### config.mk
export PLATFORM = sky130hd
export DESIGN_NAME = fifo_reader
export DESIGN_NICKNAME = d
export VERILOG_FILES = /design/src/rtl/fifo_reader_pkg.sv /design/src/rtl/fifo_reader_buf.sv /design/src/rtl/fifo_reader.sv
export SDC_FILE = /design/constraint.sdc
export NUM_CORES = 1
export LEC_CHECK = 0
export BUFFER_PORTS_ARGS = -buffer_cell sky130_fd_sc_hd__buf_2
export CAP_MARGIN = 40
export CORE_ASPECT_RATIO = 1.1
export CORE_UTILIZATION = 45
export DETAILED_ROUTE_END_ITERATION = 6
export HOLD_SLACK_MARGIN = 0.1
export PLACE_DENSITY_LB_ADDON = 0.12
export REMOVE_ABC_BUFFERS = 1
export SLEW_MARGIN = 10
export SYNTH_ARGS = -nofsm -noshare
export SYNTH_HDL_FRONTEND = slang
export SYNTH_HIERARCHICAL = 1
export SYNTH_SLANG_ARGS = --single-unit
### constraint.sdc
create_clock -name r_clk -period 2 [get_ports r_clk]
set_input_delay 0.5 -clock r_clk [delete_from_list [all_inputs] [get_ports r_clk]]
set_output_delay 0.5 -clock r_clk [all_outputs]
set_load 0.02 [all_outputs]
### src/rtl/fifo_reader_pkg.sv
// Shared constants and types for the FIFO read-port to valid/ready stream adapter.
package fifo_reader_pkg;

  localparam int FIFO_READ_LATENCY = 1;
  localparam int BUF_DEPTH         = 3;

  typedef logic [1:0] buf_ptr_t;

  // Circular pointer advance: 0 -> 1 -> 2 -> 0
  function automatic buf_ptr_t ptr_next(input buf_ptr_t p);
    return (p == buf_ptr_t'(BUF_DEPTH - 1)) ? buf_ptr_t'(0) : p + buf_ptr_t'(1);
  endfunction

endpackage

### src/rtl/fifo_reader_buf.sv
// Three-entry circular output buffer: push at tail, pop at head, occupancy count.
// The caller guarantees no push while full unless a pop happens on the same edge.
module fifo_reader_buf
  import fifo_reader_pkg::*;
#(
  parameter int DATA_WIDTH = 8
) (
  input  logic                  r_clk,
  input  logic                  rst_n,
  input  logic                  push,
  input  logic [DATA_WIDTH-1:0] push_data,
  input  logic                  pop,
  output logic [DATA_WIDTH-1:0] head_data,
  output logic [1:0]            occ
);

  logic [DATA_WIDTH-1:0] mem [BUF_DEPTH];
  buf_ptr_t              head;
  buf_ptr_t              tail;
  logic [1:0]            occ_q;

  // Storage, pointers and occupancy; push and pop on one edge leave occ unchanged
  always_ff @(posedge r_clk or negedge rst_n) begin
    if (!rst_n) begin
      head  <= '0;
      tail  <= '0;
      occ_q <= '0;
      for (int i = 0; i < BUF_DEPTH; i++) begin
        mem[i] <= '0;
      end
    end else begin
      if (push) begin
        mem[tail] <= push_data;
        tail      <= ptr_next(tail);
      end
      if (pop) begin
        head <= ptr_next(head);
      end
      case ({push, pop})
        2'b10:   occ_q <= occ_q + 2'd1;
        2'b01:   occ_q <= occ_q - 2'd1;
        default: occ_q <= occ_q;
      endcase
    end
  end

  assign head_data = mem[head];
  assign occ       = occ_q;

endmodule

### src/rtl/fifo_reader.sv
// Turns a FIFO read port with one cycle of read latency into a valid/ready stream.
// Pops are credit-limited so buffered plus in-flight words never exceed the buffer.
// Optional delivered-word counter: define FIFO_READER_WORD_CNT_EN to build it;
// otherwise words_out is tied to zero.
module fifo_reader #(
  parameter int DATA_WIDTH = 8,
  parameter int BUF_DEPTH  = 3
) (
  input  logic                  r_clk,
  input  logic                  rst_n,
  input  logic                  en,
  input  logic                  fifo_empty,
  output logic                  fifo_re,
  input  logic [DATA_WIDTH-1:0] fifo_q,
  output logic                  m_valid,
  input  logic                  m_ready,
  output logic [DATA_WIDTH-1:0] m_data,
  output logic [15:0]           words_out
);
  import fifo_reader_pkg::*;

  localparam logic [2:0] CREDIT = 3'(BUF_DEPTH);

  logic       run;
  logic       infl;
  logic [1:0] occ;
  logic       xfer;

  // run holds off pops for one edge after reset release; infl marks a pop whose data lands next edge
  always_ff @(posedge r_clk or negedge rst_n) begin
    if (!rst_n) begin
      run  <= 1'b0;
      infl <= 1'b0;
    end else begin
      run  <= 1'b1;
      infl <= fifo_re;
    end
  end

  assign fifo_re = run & en & ~fifo_empty & (({1'b0, occ} + {2'b00, infl}) < CREDIT);
  assign m_valid = (occ != 2'd0);
  assign xfer    = m_valid & m_ready;

  fifo_reader_buf #(
    .DATA_WIDTH (DATA_WIDTH)
  ) u_buf (
    .r_clk     (r_clk),
    .rst_n     (rst_n),
    .push      (infl),
    .push_data (fifo_q),
    .pop       (xfer),
    .head_data (m_data),
    .occ       (occ)
  );

`ifdef FIFO_READER_WORD_CNT_EN
  logic [15:0] word_cnt;

  // Count delivered words, wrapping naturally at 16 bits
  always_ff @(posedge r_clk or negedge rst_n) begin
    if (!rst_n) begin
      word_cnt <= '0;
    end else if (xfer) begin
      word_cnt <= word_cnt + 16'd1;
    end
  end

  assign words_out = word_cnt;
`else
  assign words_out = '0;
`endif

endmodule

==> results.md <==
- Fraction of registers with async set/reset: 100%
- Skew final: approximately 5.6 ps
- Total Neg Setup Slack: -129 ps
- CTS tree: yes
- Clock share of power: between 10% and 20%
- Final setup violation count: 1
- Net Sw Frac: a little over a third
- Detailed-route vias per instance: 4.72
- Reg2reg path depth: 5
- P_int: 1810 uW
- Slew margin rel.: between 50% and 60%
- Cell Rows: 22
- Multiplexer area fraction after synthesis: about a quarter
- Clock Tree Root: clkbuf_4
- Longest Clk Path Bufs: 2
- CP bufs+invs: 1
- Non-filler instance count after layout: around 210
- First-pass GRT wire length: between 4000 and 5000 um
- WS Path Type: reg -> out
- Fin crit share: 106%
- Gate power share: between 40% and 50%
- Failing checks: negative setup slack
- Die height: ~64 um
- Final nets: about 180
- Largest net degree at the start of global routing: 33
- Syn Inst Count: about 120
- Synth cell types: 25
- Simple-gate share of the synthesized area: 5.46%
- Final Max Tran Viols: 0
- VDD IR max: ~0.6 mV
- Worst setup margin: -129 ps
- Crit path cell chain: ha_2, ha_4, a2111oi_4, buf_4
- CP required: approximately 1500 ps
- Layout cell share with drive strength beyond 1: between 40% and 50%
- Final core utilization: approximately 55%
- Post-Syn Area per Cell: 12.7 um2
- Ant diodes: 0
- Tot Pwr: 2840 uW
- Max Cap Viol: 0
- #FFs+latches synth: 32
- WL/cell: ~13 um
- Power per cell area: 1550 nW/um2
- GRT overflow: 0
- Delay-heaviest family, CP: adder cells
- Starting density of the core: 47.1%
- Max Clk Rate: 470 MHz
- Tmin final: roughly 2100 ps
- CTS Buf Count: 5
- Cell total after placement: 197
- Post-synthesis xor/xnor area fraction: 1.66%
- Initial antenna violation count: 0
- RD Place Congestion: 0.686
- CP startpoint kind: register
- Remaining DRCs: 0
- Crit. End Element: output pin
- Synth Warn #: 6
- Clock Pin Slew Worst Setup and Hold Paths: around 90 ps
- Synth-to-layout area growth: 16.3%
- Via count: about 1,000
- Core ar.: between 3000 and 4000 um2
- Synth Flop Type: dfrtp_1
- Arrival time worst endpoint: 1630 ps
- Worst Max-Slew Pin Slew: 704 ps
- Fillers: between 300 and 400
- Number of H-tree levels: 2
- Post-synthesis sequential area ratio: about half
- Most common cell after layout, fill and taps aside: dfrtp_1
- Sw Pwr: a little over 1000 uW
- Die W: just under 60 um
- Initial drt markers: 44
- Synthesized area: about 1600 um2
- Vias in the first global route: 1,003
- Unrepaired setup endpoints after global routing: true
- Die ar.: approximately 3800 um2
- Reg power frac: between 40% and 50%
- First-pass iteration count of the detailed router: 3
- Critical-path top delay cell: dfrtp_1
- Total Routing Usage GR: approximately 18%
- Compound-Gate Fraction of Synth Area: 4.28%
- Adder-Cell Fraction of Synth Area: under 10%
- Dpl hpwl: between 1500 and 2000 um
- Clock Latency Late Sink: between 300 and 400 ps
- Port-buffer cells: 22
- Slowest Stage Delay on Critical Path: a little under 400 ps
- CP Depth: 4
- Largest family of logic cells by synthesized area: multiplexers
- Leak Pwr: slightly below 0.0009 uW
- Min-Delay Path Class: in -> async
- Fin. Hold Viols: 0
- Number of nets still failing antenna checks after routing: 0
- Outcome: finished, violations left
- IO Count: 39
- Final wirelength: between 2000 and 3000 um
- Clock sink total: 32
- CP Max Fanout: 2
- Post-synth EDFFs: 0
- Most frequent cells in the layout: dfrtp_1 (31), buf_2 (21), mux2_2 (18)
## final timing paths
path	startpoint	end	slack [ps]
min in group r_clk	fifo_empty	infl	340
worst min-delay path	rst_n	u_buf/mem[10]	210
max in group asynchronous	rst_n	u_buf/head[1]	1290
worst min register to register	u_buf/mem[12]	u_buf/mem[12]	510
worst max-delay path	infl	fifo_re	-130
worst max register to register	infl	u_buf/mem[3]	310
## power groups by stage
stage / combinational (uW) / sequential, uW / clock [uW]
CTS: 1290 / 1160 / 392
finish: 1330 / 1140 / 374
global route: 1460 / 1180 / 428
detailed placement: 1260 / 1160 / 0
global placement: 1230 / 1140 / 0
floorplan: 864 / 1140 / 0
## stage by stage
stage          worst slack [ps]  hold slack, ps  area [um2]
5_1_grt                    -228             254        1840
2_1_floorplan             -31.8             204        1490
4_1_cts                    -142             225        1810
6_report                   -129             213        1840
3_3_place_gp               74.6             489        1720
3_5_place_dp               41.5             493        1720
## Yosys cell counts, types with 2 or more instances
master / count / area (um2)
clkbuf_1: 2 / 7.51
o21ai_0: 9 / 45.0
ha_1: 3 / 37.5
mux2_4: 8 / 120
conb_1: 2 / 7.51
nor2_1: 2 / 7.51
mux2_2: 18 / 203
mux2i_1: 8 / 80.1
xnor2_1: 2 / 17.5
buf_4: 16 / 120
dfrtp_1: 32 / 801
nand2_1: 9 / 33.8
## metal layers
layer	global-route usage (%)	part of all wire [%]	vias up	wire (um)
met4	6.25	2.0	0	54
met3	6.07	4.8	5	132
li1	-	-	459	-
met2	29.2	50	34	1360
met5	0	0	-	0
met1	21.1	43	484	1180
## final cells by class
class | count | area (um2) | share of cell area, %
clock buffers | 8 | 58.8 | 3.20
inverters | 2 | 7.51 | 0.408
multi-input cells | 85 | 714 | 38.9
flip-flops and latches | 32 | 802 | 43.6
well taps | 48 | 60.1 | 3.27
repair buffers | 33 | 195 | 10.6
## repair_timing
| item | 4_1_cts | 5_1_grt |
|---|---|---|
| gates resized for setup | 5 | 1 |
| endpoints found under the setup margin | 9 | 9 |
| hold endpoints to repair | 0 | 0 |
| pin swaps | 1 | 0 |
| hold buffers | 0 | 0 |
| setup buffers | 0 | 3 |
## sequential cells by signal, indices dropped and copies added, names as in the netlist
register    flops
u_buf/head      2
u_buf/mem      24
u_buf/tail      2
infl            1
run             1
u_buf/occ       2
## cell families after synthesis
family	count (synthesis)
DFF	32
muxes	34
other	2
xor gates and xnor gates	3
AOI/OAI and AO/OA	11
buffers and inverters	22
and+or+nand+nor	17
adders and majority gates	3
(Power assumes the default switching activity.)
